File: config.mk
export PLATFORM = sky130hd
export DESIGN_NAME = mul_div_unit
export DESIGN_NICKNAME = d
export VERILOG_FILES = /design/src/rtl/mdu_pkg.sv /design/src/rtl/mdu_sign_fix.sv /design/src/rtl/mul_div_unit.sv
export SDC_FILE = /design/constraint.sdc
export NUM_CORES = 1
export LEC_CHECK = 0
export ABC_AREA = 1
export CELL_PAD_IN_SITES_DETAIL_PLACEMENT = 1
export CELL_PAD_IN_SITES_GLOBAL_PLACEMENT = 2
export CORE_MARGIN = 2
export CORE_UTILIZATION = 35
export DETAILED_ROUTE_END_ITERATION = 10
export PLACE_DENSITY = 0.94
export SYNTH_ARGS = -nofsm -noshare
export SYNTH_HDL_FRONTEND = slang
export SYNTH_HIERARCHICAL = 1
export SYNTH_SLANG_ARGS = --single-unit
File: constraint.sdc
create_clock -name clk_i -period 20.8 [get_ports clk_i]
set_input_delay 3.12 -clock clk_i [delete_from_list [all_inputs] [get_ports clk_i]]
set_output_delay 3.12 -clock clk_i [all_outputs]
set_load 0.02 [all_outputs]
File: src/rtl/mdu_pkg.sv
// Shared definitions for the multiply/divide unit: op encodings, FSM states
// and the LO value written by a divide by zero.
package mdu_pkg;

    localparam logic [1:0] MDU_MULTU = 2'b00;
    localparam logic [1:0] MDU_MULT  = 2'b01;
    localparam logic [1:0] MDU_DIVU  = 2'b10;
    localparam logic [1:0] MDU_DIV   = 2'b11;

    typedef enum logic [1:0] {
        IDLE = 2'b00,
        CALC = 2'b01,
        FIX  = 2'b10
    } mdu_state_e;

    // Every LO bit is set on a divide by zero; replicated to WIDTH by the user.
    localparam logic MDU_DIV0_LO_BIT = 1'b1;

endpackage

File: src/rtl/mdu_sign_fix.sv
// Conditional two's-complement negate: res = neg ? (~val + cin) : val.
// cin lets two instances negate a double-width value half by half.
module mdu_sign_fix #(
    parameter int WIDTH = 32
) (
    input  logic             neg_i,
    input  logic             cin_i,
    input  logic [WIDTH-1:0] val_i,
    output logic [WIDTH-1:0] res_o
);

    always_comb begin
        if (neg_i) begin
            res_o = ~val_i + WIDTH'(cin_i);
        end else begin
            res_o = val_i;
        end
    end

endmodule

File: src/rtl/mul_div_unit.sv
// Iterative MULT/MULTU/DIV/DIVU unit with HI/LO registers (radix-2, WIDTH steps).
// Define MDU_EARLY_TERM_EN to let multiplies leave CALC once the multiplier is exhausted.
module mul_div_unit
    import mdu_pkg::*;
#(
    parameter int WIDTH = 32
) (
    input  logic             clk_i,
    input  logic             rst_i,
    input  logic             start_i,
    input  logic [1:0]       op_i,
    input  logic [WIDTH-1:0] src1_i,
    input  logic [WIDTH-1:0] src2_i,
    input  logic             hi_we_i,
    input  logic             lo_we_i,
    input  logic [WIDTH-1:0] wdata_i,
    output logic             busy_o,
    output logic             done_o,
    output logic             div_zero_o,
    output logic [WIDTH-1:0] hi_o,
    output logic [WIDTH-1:0] lo_o
);

    localparam int CNT_W = $clog2(WIDTH) + 1;

    mdu_state_e         state_q, state_d;
    logic [CNT_W-1:0]   cnt_q, cnt_d;
    logic               is_div_q, is_div_d;
    logic               neg_q, neg_d;
    logic               rneg_q, rneg_d;
    logic               dz_q, dz_d;
    logic [2*WIDTH-1:0] mcand_q, mcand_d;
    logic [WIDTH-1:0]   mplier_q, mplier_d;
    logic [2*WIDTH-1:0] acc_q, acc_d;
    logic               busy_q, busy_d;
    logic               done_q, done_d;
    logic               dzo_q, dzo_d;
    logic [WIDTH-1:0]   hi_q, hi_d;
    logic [WIDTH-1:0]   lo_q, lo_d;

    logic               s1_neg, s2_neg;
    logic [WIDTH-1:0]   abs1, abs2;
    logic [WIDTH:0]     rem_trial;
    logic [WIDTH:0]     rem_diff;
    logic               hi_neg, hi_cin;
    logic [WIDTH-1:0]   fix_lo, fix_hi;

    assign s1_neg = op_i[0] & src1_i[WIDTH-1];
    assign s2_neg = op_i[0] & src2_i[WIDTH-1];

    mdu_sign_fix #(.WIDTH(WIDTH)) u_abs1 (
        .neg_i (s1_neg),
        .cin_i (1'b1),
        .val_i (src1_i),
        .res_o (abs1)
    );

    mdu_sign_fix #(.WIDTH(WIDTH)) u_abs2 (
        .neg_i (s2_neg),
        .cin_i (1'b1),
        .val_i (src2_i),
        .res_o (abs2)
    );

    // Both op classes keep their low result (LO product / quotient) in acc_q low
    // and the high result (HI product / remainder) in acc_q high.
    assign hi_neg = is_div_q ? rneg_q : neg_q;
    assign hi_cin = is_div_q ? 1'b1 : (acc_q[WIDTH-1:0] == '0);

    mdu_sign_fix #(.WIDTH(WIDTH)) u_fix_lo (
        .neg_i (neg_q),
        .cin_i (1'b1),
        .val_i (acc_q[WIDTH-1:0]),
        .res_o (fix_lo)
    );

    mdu_sign_fix #(.WIDTH(WIDTH)) u_fix_hi (
        .neg_i (hi_neg),
        .cin_i (hi_cin),
        .val_i (acc_q[2*WIDTH-1:WIDTH]),
        .res_o (fix_hi)
    );

    // Restoring divide step: shifted partial remainder is WIDTH+1 bits wide.
    assign rem_trial = acc_q[2*WIDTH-1:WIDTH-1];
    assign rem_diff  = rem_trial - {1'b0, mplier_q};

    always_comb begin
        state_d  = state_q;
        cnt_d    = cnt_q;
        is_div_d = is_div_q;
        neg_d    = neg_q;
        rneg_d   = rneg_q;
        dz_d     = dz_q;
        mcand_d  = mcand_q;
        mplier_d = mplier_q;
        acc_d    = acc_q;
        done_d   = 1'b0;
        dzo_d    = 1'b0;
        hi_d     = hi_q;
        lo_d     = lo_q;

        if (hi_we_i) begin
            hi_d = wdata_i;
        end
        if (lo_we_i) begin
            lo_d = wdata_i;
        end

        case (state_q)
            IDLE: begin
                if (start_i) begin
                    state_d  = CALC;
                    cnt_d    = '0;
                    is_div_d = op_i[1];
                    neg_d    = s1_neg ^ s2_neg;
                    mplier_d = abs2;
                    if (op_i[1]) begin
                        rneg_d  = s1_neg;
                        dz_d    = (src2_i == '0);
                        mcand_d = {{WIDTH{1'b0}}, src1_i};
                        acc_d   = {{WIDTH{1'b0}}, abs1};
                    end else begin
                        rneg_d  = 1'b0;
                        dz_d    = 1'b0;
                        mcand_d = {{WIDTH{1'b0}}, abs1};
                        acc_d   = '0;
                    end
                end
            end
            CALC: begin
                cnt_d = cnt_q + 1'b1;
                if (is_div_q) begin
                    if (!rem_diff[WIDTH]) begin
                        acc_d = {rem_diff[WIDTH-1:0], acc_q[WIDTH-2:0], 1'b1};
                    end else begin
                        acc_d = {acc_q[2*WIDTH-2:0], 1'b0};
                    end
                end else begin
                    acc_d    = acc_q + (mplier_q[0] ? mcand_q : '0);
                    mcand_d  = {mcand_q[2*WIDTH-2:0], 1'b0};
                    mplier_d = {1'b0, mplier_q[WIDTH-1:1]};
                end
                if (cnt_d == CNT_W'(WIDTH)) begin
                    state_d = FIX;
                end
`ifdef MDU_EARLY_TERM_EN
                else if (!is_div_q && (mplier_d == '0)) begin
                    state_d = FIX;
                end
`endif
            end
            FIX: begin
                state_d = IDLE;
                done_d  = 1'b1;
                dzo_d   = dz_q;
                if (dz_q) begin
                    hi_d = mcand_q[WIDTH-1:0];
                    lo_d = {WIDTH{MDU_DIV0_LO_BIT}};
                end else begin
                    hi_d = fix_hi;
                    lo_d = fix_lo;
                end
            end
            default: begin
                state_d = IDLE;
            end
        endcase

        busy_d = (state_d != IDLE);
    end

    always_ff @(posedge clk_i or posedge rst_i) begin
        if (rst_i) begin
            state_q  <= IDLE;
            cnt_q    <= '0;
            is_div_q <= 1'b0;
            neg_q    <= 1'b0;
            rneg_q   <= 1'b0;
            dz_q     <= 1'b0;
            mcand_q  <= '0;
            mplier_q <= '0;
            acc_q    <= '0;
            busy_q   <= 1'b0;
            done_q   <= 1'b0;
            dzo_q    <= 1'b0;
            hi_q     <= '0;
            lo_q     <= '0;
        end else begin
            state_q  <= state_d;
            cnt_q    <= cnt_d;
            is_div_q <= is_div_d;
            neg_q    <= neg_d;
            rneg_q   <= rneg_d;
            dz_q     <= dz_d;
            mcand_q  <= mcand_d;
            mplier_q <= mplier_d;
            acc_q    <= acc_d;
            busy_q   <= busy_d;
            done_q   <= done_d;
            dzo_q    <= dzo_d;
            hi_q     <= hi_d;
            lo_q     <= lo_d;
        end
    end

    assign busy_o     = busy_q;
    assign done_o     = done_q;
    assign div_zero_o = dzo_q;
    assign hi_o       = hi_q;
    assign lo_o       = lo_q;

endmodule

=== Word-level counts from Yosys, hierarchy flattened ===
Index checks and enable logic that the tools add are counted.
Widths: inputs -> output; s select.

* Bits of input ports: 103
* Register bits: 239
* Logic and storage cells: 77
* Output and inout bits: 67

* Add/sub/neg operators: 7
* Bitwise gates (word level): 7
* Equality and inequality tests: 5
* Reductions and logical operators: 10
* Multiplexer cells: 34

{| class="wikitable"
|+ Operators by type and width
! operator !! number
|-
| $mux 32 || 14
|-
| $mux 64 || 6
|-
| $pmux 64 s2 || 2
|-
| $not 32->32 || 4
|-
| $add 32x1->32 const B || 3
|-
| $add 64x64->64 || 1
|-
| $logic_not 32->1 || 2
|-
| $pmux 32 s2 || 1
|-
| $sub 33x32->33 || 1
|-
| $add 32x1->32 || 1
|-
| $pmux 6 s2 || 1
|-
| $reduce_bool 2->1 || 4
|-
| $add 6x1->6 const B || 1
|-
| $eq 6x6->1 const B || 1
|-
| $mux 1 || 6
|-
| $mux 6 || 1
|-
| $mux 2 || 2
|-
| $ne 2x2->1 const B || 2
|-
| $pmux 2 s2 || 1
|-
| $reduce_and 2->1 || 2
|-
| $reduce_and 3->1 || 1
|-
| $and 1x1->1 || 2
|-
| $eq 2x1->1 const B || 1
|-
| $eq 2x2->1 const B || 1
|-
| other kinds (2) || 2
|}

=== Depth between registers and ports, before layout ===
Gate-level depths: netlist (run 1).

* Word-level depth: 6
* Gate-level depth with buffers: 21
* Depth with buffers taken out: 20

=== By module ===
The synthesis (run 1) kept the hierarchy.

{| class="wikitable"
|+ By module, submodules not included
! module !! area each (um^2) !! instances !! cells an instance
|-
| mul_div_unit || 20793.7 || 1 || 3419
|-
| mdu_sign_fix || 1176.1 || 4 || 234
|}

=== Least setup slack after synthesis (run 1) ===
Ideal clock, no wire load.

* Path kind: input -> register
* Start: input port src1_i[0]
* End: register mcand_q[22]
* Library setup time: 0.130 ns
* Path buffers: 0
* Arrival: 4.442 ns
* Required time: 20.670 ns
* Slack: 16.228 ns
* Stages: 14
* Path through: inv_1 ha_1 ha_1 nand3_4 nand2_1 o21ai_2 nor2_4 nand2_1 nand2_1 nand2_1 nand2_1 nand3_1 o211ai_1 o21ai_0

* Longest elaborated chain between the ends: 6

{| class="wikitable"
|+ RTL lines
! item !! RTL line !! RTL
|-
| start: declaration || mul_div_unit.sv:12 || <nowiki>input logic [WIDTH-1:0] src1_i,</nowiki>
|-
| $not 32->32 || mdu_sign_fix.sv:14 || <nowiki>res_o = ~val_i + WIDTH'(cin_i);</nowiki>
|-
| $add 32x1->32 || mdu_sign_fix.sv:14 ||
|-
| $mux 32 || mdu_sign_fix.sv:13 || <nowiki>if (neg_i) begin</nowiki>
|-
| net abs1[22] || mul_div_unit.sv:42 || <nowiki>logic [WIDTH-1:0] abs1, abs2;</nowiki>
|-
| $mux 32 || mul_div_unit.sv:118 || <nowiki>if (op_i[1]) begin</nowiki>
|-
| $mux 64 || mul_div_unit.sv:112 || <nowiki>if (start_i) begin</nowiki>
|-
| $pmux 64 s2 || mul_div_unit.sv:110 || <nowiki>case (state_q)</nowiki>
|-
| end signal: assignment || mul_div_unit.sv:196 || <nowiki>mcand_q <= mcand_d;</nowiki>
|-
| end: declaration || mul_div_unit.sv:32 || <nowiki>logic [2*WIDTH-1:0] mcand_q, mcand_d;</nowiki>
|}

The timed path passes the listed nets, and every way through them passes these cells. The select of a mux whose other input is x is not followed.
A chain may end at the register's enable or synchronous reset.

=== Worst setup path after layout (run 1) ===
* Start: input port op_i[1]
* End: register acc_q[22]

* Longest elaborated chain between the ends: 3

{| class="wikitable"
|+ RTL lines
! item !! RTL line !! RTL
|-
| start: declaration || mul_div_unit.sv:11 || <nowiki>input logic [1:0] op_i,</nowiki>
|-
| $mux 32 || mul_div_unit.sv:118 ||
|-
| $mux 64 || mul_div_unit.sv:112 ||
|-
| $pmux 64 s2 || mul_div_unit.sv:110 ||
|-
| end signal: assignment || mul_div_unit.sv:183 || <nowiki>acc_q <= '0;</nowiki>
|-
| end signal: assignment || mul_div_unit.sv:198 || <nowiki>acc_q <= acc_d;</nowiki>
|-
| end: declaration || mul_div_unit.sv:34 || <nowiki>logic [2*WIDTH-1:0] acc_q, acc_d;</nowiki>
|}

No other way between the ends. The select of a mux whose other input is x is not followed.

==> results_dict.tcl, run 1 <==
set metrics [dict create \
    cts_made_buffers 29 \
    ctsHoldBuffers 0 \
    hold_class "flop to flop" \
    row_count 98 \
    hold_end "lo_o[22]" \
    cts_tree "built" \
    synthesis.instances 4355 \
    cts_root_buffer "clkbuf_16" \
    yosys_warnings 6 \
    maxCapViolCount 0 \
    start_util_pct 35.5 \
    cp_max_fo 32 \
    rr_endpoint "hi_o[24]" \
    crit_type "primary input to flop" \
    synth_cell_types 52 \
    tns_ns 0 \
    timing.final.max_slew_violations 0 \
    antenna_left 0 \
    finalPower_w 0.00490 \
    antenna_found_initial 5 \
    die_w_um 274 \
    die_area_mm2 0.0750 \
    synth_seq_cells 239 \
    clock_path_buffers 3 \
    critPathTopFamily "buffers and inverters" \
    holdWs_ns 0.517 \
    required_ns 21.28 \
    grt_max_degree 100 \
    rr_worst_depth 12 \
    ys_seq_area_share_pct 23.5 \
    max_freq_mhz 154 \
    area_growth_pct 13.5 \
    wire_per_inst_um 19.5 \
    rsz0062_at_grt "no" \
    layout_commonest_cell "nand2_1" \
    status "complete, no violations" \
    synth.avg_cell_area_um2 5.85 \
    end_kind "flop" \
    dr.pass1.iters 7 \
    critical_path_buf_inv_count 4 \
    cpPeakStageDelay_ns 1.31 \
    gp_congestion 1.02 \
    fin_cells 5426 \
    cp_slowest_cell "clkdlybuf4s50_1" \
    cp_cell_sequence "clkdlybuf4s50_1 -> clkinv_1 -> buf_4 -> nor2_2 -> buf_4 -> a21oi_1 -> a22oi_1" \
    setup_viol 0 \
    nets 4665 \
    dp_hpwl_um 86200 \
    drtIter0Drc 1589 \
    r2r-start "acc_q[1]" \
    skew_ns 0.0140 \
    ir_worst_vdd_mv 0.132 \
    post-route-min-period_ns 6.50 \
    r2r_slack_ns 16.43 \
    hold_viol_final 0 \
    nFillCells 9897 \
    tightest_slew_ns 1.26 \
    port_buffers 169 \
    slew-limit-headroom_pct 16.0 \
    grt.total_usage_pct 28.2 \
    postCtsSetupBuffers 0 \
    hold_start "lo_o[22]" \
    crit_top_cell "buf_4" \
    critPathLaunchType "primary input" \
    final_cell_mix "nand2_1, inv_1, nor2_1" \
    dpl.cell_count 5371 \
    vias 27800 \
    cts_resized 0 \
    coreArea_mm2 0.0719 \
    synth_area_mm2 0.0255 \
    grt_pass1_wl_um 163000 \
    power_density_mw_per_mm2 169 \
    die_y_um 274 \
    grt_pass1_vias 27900 \
    grt_overflow 0 \
    post-place-ws_ns 13.82 \
    io_pins 170 \
    h-tree-depth 1 \
    cts_sinks 239 \
    postRouteWirelength_um 106000 \
    setup_ws_ns 14.30 \
    drt-vias-per-instance 5.13 \
    synth_edf_count 0 \
    cts.clk_slew.worst_paths_ns 0.06 \
    clock_latency_ns 0.59 \
    hold_path_depth 2 \
    synth_ff_type "dfrtp_1" \
    arrival_ns 6.98 \
    drive_gt1_share_pct 5.43 \
    async_flop_share_pct 100 \
    post-route-drc-count 0 \
    p_leak_nw 15.5 \
    fin_crit_sh_pct 31.2 \
]
state kept, by name (all words and copies together) (netlist names):
name	flops
acc_q	64
busy_o	1
cnt_q	6
div_zero_o	1
done_o	1
dz_q	1
hi_o	32
is_div_q	1
lo_o	32
mcand_q	64
mplier_q	32
neg_q	1
rneg_q	1
state_q	2
layout make-up:
| cell class | instances | area (um^2) | area share [%] |
|---|---|---|---|
| diodes | 2 | 5.00 | 0.0173 |
| clock buffers | 36 | 782 | 2.70 |
| clock inverters | 17 | 191 | 0.661 |
| inverters | 775 | 2920 | 10.1 |
| multi-input cells | 3215 | 16000 | 55.3 |
| flip-flops and latches | 239 | 5980 | 20.7 |
| well taps | 950 | 1190 | 4.11 |
| repair buffers | 192 | 1860 | 6.44 |
synth_stat cells, types with 41 or more instances:
library cell | count | area [um^2]
clkbuf_1 | 78 | 293
xor2_1 | 59 | 517
o21ai_0 | 191 | 956
nand2_1 | 1580 | 5930
inv_1 | 768 | 2880
a21oi_1 | 156 | 781
nor2_1 | 367 | 1380
o211ai_1 | 94 | 706
nand3_1 | 271 | 1360
dfrtp_1 | 239 | 5980
ha_1 | 108 | 1350
xnor2_1 | 41 | 359
nand2_2 | 52 | 325
routing by layer:
layer	up-vias	track usage, %	share of wire (%)
met4	8	12.2	4.9
met2	609	49.4	48
met5	-	0	0.049
met1	13300	35.1	43
li1	13800	-	-
met3	199	2.65	4.0
kinds of logic after synthesis:
group	after synthesis	synth area share, %
other cells	1	0.0147
fa+ha+maj	110	5.46
flops	239	23.5
simple gates	2430	40.4
xor+xnor	104	3.69
buf+inv	906	14.0
compound gates	565	13.0
worst max path at each step:
stage,cells past startpoint,from,slack [ns],endpoint
finish,7,op_i[1],14.30,acc_q[22]
global route,7,op_i[1],14.11,acc_q[22]
CTS,7,op_i[1],14.41,acc_q[21]
detailed placement,7,op_i[1],13.82,acc_q[21]
global placement,7,op_i[1],13.96,acc_q[14]
floorplan,1,rst_i,11.12,acc_q[0]
per-stage QoR:
step | instance area (um^2) | utilization [%]
2_1_floorplan | 25500 | -
3_3_place_gp | 28000 | 38.9
3_5_place_dp | 28000 | 38.9
4_1_cts | 28900 | 40.3
5_1_grt | 28900 | 40.3
6_report | 28900 | 40.3
worst register-to-register path: stages (launching register included):
cell and delay, ns:
dfrtp_1 0.49, nor4_1 0.50, nand4_1 0.19, o21ai_0 0.88, ha_1 0.32, ha_1 0.23, nand3_4 0.12, o21ai_2 0.26
nand3_1 0.12, nand2_1 0.07, nand2_1 0.07, o21ai_0 0.79, a31oi_1 0.16
where the power goes:
part	leakage, nW	switching [W]	internal (W)
clock	0.470	0.000225	0.000306
sequential	2.91	0.000318	0.000637
combinational	12.1	0.00236	0.00106
total	15.5	0.00290	0.00200
No activity file was read; power rests on OpenSTA's default activity.
==> run 2: changes to the inputs <==
CORE_UTILIZATION = 32   (was 35)
PLACE_DENSITY = 0.87   (was 0.94)
clock period = 6.5 ns   (was 20.8 ns; I/O delays follow)
==> run 2 against run 1 <==
Against the previous run:
- die area is 9.2% higher
- sequential power rose to 3.2 times the previous value
- clock power grew to 3.7 times the previous value
- final cell count increased by 1.9%
- count of clock-buffer cells in the layout rose by 3
- critical path depth increased by 7
- clock skew fell by 0.00094 ns
- wire length increased by 6.2%
==> results_dict.tcl, run 2 (same netlist as run 1, synthesis figures left out) <==
set metrics [dict create \
    status "complete, no violations" \
    skew_ns 0.0130 \
    largestRegisters "acc_q: 64 flops, mcand_q: 64 flops" \
    grt_max_degree 131 \
    cp_cell_sequence "nor4_1 -> nand4_1 -> o21ai_0 -> ha_1 -> ha_1 -> nand3_4 -> nand2_1 -> o21ai_2 -> nor2_4 -> nand2_1 -> nand2_1 -> nand2_1 -> o21ai_0 -> a31oi_1" \
    dp_hpwl_um 91400 \
    start_util_pct 32.3 \
    post-route-drc-count 0 \
    internal_power_w 0.00666 \
    fin_area_mm2 0.0293 \
    coreArea_mm2 0.0790 \
    cts_tree "built" \
    p_switching_w 0.00954 \
    max_freq_mhz 270 \
    drt-vias-per-instance 5.06 \
    power_density_mw_per_mm2 554 \
    cts_root_buffer "clkbuf_16" \
    port_buffers 169 \
    ctsHoldBuffers 0 \
    drive_gt1_share_pct 5.56 \
    post-place-ws_ns 2.73 \
    post-route-min-period_ns 3.71 \
    gp_congestion 0.987 \
    postCtsSetupBuffers 0 \
    grt_pass1_vias 28500 \
    cts_sinks 239 \
    crit_top_cell "nand2_1" \
    cp_slowest_cell "nor4_1" \
    finalPower_w 0.0162 \
    swShare_pct 58.9 \
    critPathTopFamily "simple AND/OR/NAND/NOR gates" \
    row_count 103 \
    maxCapViolCount 0 \
    hold_viol_final 0 \
    tns_ns 0 \
    hold_path_depth 2 \
    end_kind "flop" \
    grt_overflow 0 \
    tightest_slew_ns 1.08 \
    postRouteWirelength_um 113000 \
    insertedDiodeCount 0 \
    vias 28000 \
    timing.final.max_slew_violations 0 \
    die_y_um 286 \
    cpPeakStageDelay_ns 0.59 \
    dr.pass1.iters 6 \
    p_leak_nw 15.6 \
    cts_made_buffers 30 \
    io_pins 170 \
    nets 4669 \
    p_seq_share_pct 19.0 \
    critPathLaunchType "flop" \
    setup_ws_ns 2.79 \
    wire_per_inst_um 20.4 \
    rr_worst_depth 14 \
    hold_class "flop to flop" \
    critical_path_buf_inv_count 0 \
    arrival_ns 4.15 \
    cp_max_fo 6 \
    antenna_left 0 \
    die_w_um 286 \
    clock_path_buffers 3 \
    grt_pass1_wl_um 172000 \
    clock_latency_ns 0.59 \
    slew-limit-headroom_pct 28.3 \
    ir_worst_vdd_mv 0.352 \
    drtIter0Drc 1927 \
    antenna_found_initial 4 \
    required_ns 6.94 \
    die_area_mm2 0.0820 \
    final_cell_mix "nand2_1, inv_1, nor2_1" \
    power_frac_comb_pct 69.0 \
    cts.clk_slew.worst_paths_ns 0.07 \
    rsz0062_at_grt "no" \
    path_depth 14 \
    cts_resized 0 \
    clockPowerShare_pct 12.0 \
    place_area_mm2 0.0281 \
    fin_crit_sh_pct 57.1 \
    grt.total_usage_pct 27.2 \
    setup_viol 0 \
    layout_commonest_cell "nand2_1" \
    h-tree-depth 1 \
    crit_type "flop to flop" \
    area_growth_pct 14.8 \
]
==> run 2: power groups by stage <==
stage,clock network (W),logic (W),registers [W]
2_1_floorplan,0,0.00775,0.00259
3_3_place_gp,0,0.0109,0.00306
3_5_place_dp,0,0.0111,0.00308
4_1_cts,0.00197,0.0112,0.00306
5_1_grt,0.00203,0.0125,0.00311
6_report,0.00195,0.0112,0.00308
==> run 2: layout make-up <==
class                           instances  area (um^2)
Inverter                              775         2910
Clock inverter                         16          275
Sequential cell                       239         5980
Timing Repair Buffer                  195         1910
Fill cell                           10700        49700
Multi-Input combinational cell       3215        16000
Tap cell                             1050         1310
Clock buffer                           39          856
==> run 2: path summary, 6_finish.rpt <==
path	from	to	slack, ns
max	acc_q[12]	hi_o[30]	2.79
min	rneg_q	rneg_q	0.51
max reg2reg	acc_q[12]	hi_o[30]	2.79
min reg2reg	rneg_q	rneg_q	0.51
max in group asynchronous	rst_i	mcand_q[43]	4.31
min in group asynchronous	rst_i	state_q[0]	0.64
==> run 2: worst min-delay path: cells and delay by family (launching register included) <==
| kind | cells | cell delay [ns] |
|---|---|---|
| AND/OR/NAND/NOR | 1 | 0.05 |
| AO/OA/AOI/OAI | 1 | 0.07 |
| flip-flops | 1 | 0.35 |
==> run 2: through the flow <==
step | hold slack [ns] | std cells | utilization [%]
after detailed placement | 0.499 | 5474 | 35.6
after global routing | 0.533 | 5529 | 37.0
after global placement | 0.486 | 5474 | 35.6
after CTS | 0.514 | 5529 | 37.0
after floorplan | 0.453 | 4360 | -
final | 0.506 | 5529 | 37.0
==> run 2: routing by layer <==
| layer | vias up | part of all wire (%) | track usage [%] |
|---|---|---|---|
| met1 | 13300 | 44 | 35.1 |
| met2 | 679 | 47 | 47.2 |
| met3 | 200 | 4.3 | 2.45 |
| met4 | 4 | 4.2 | 10.2 |
| met5 | - | 0.024 | 0 |
| li1 | 13800 | - | - |
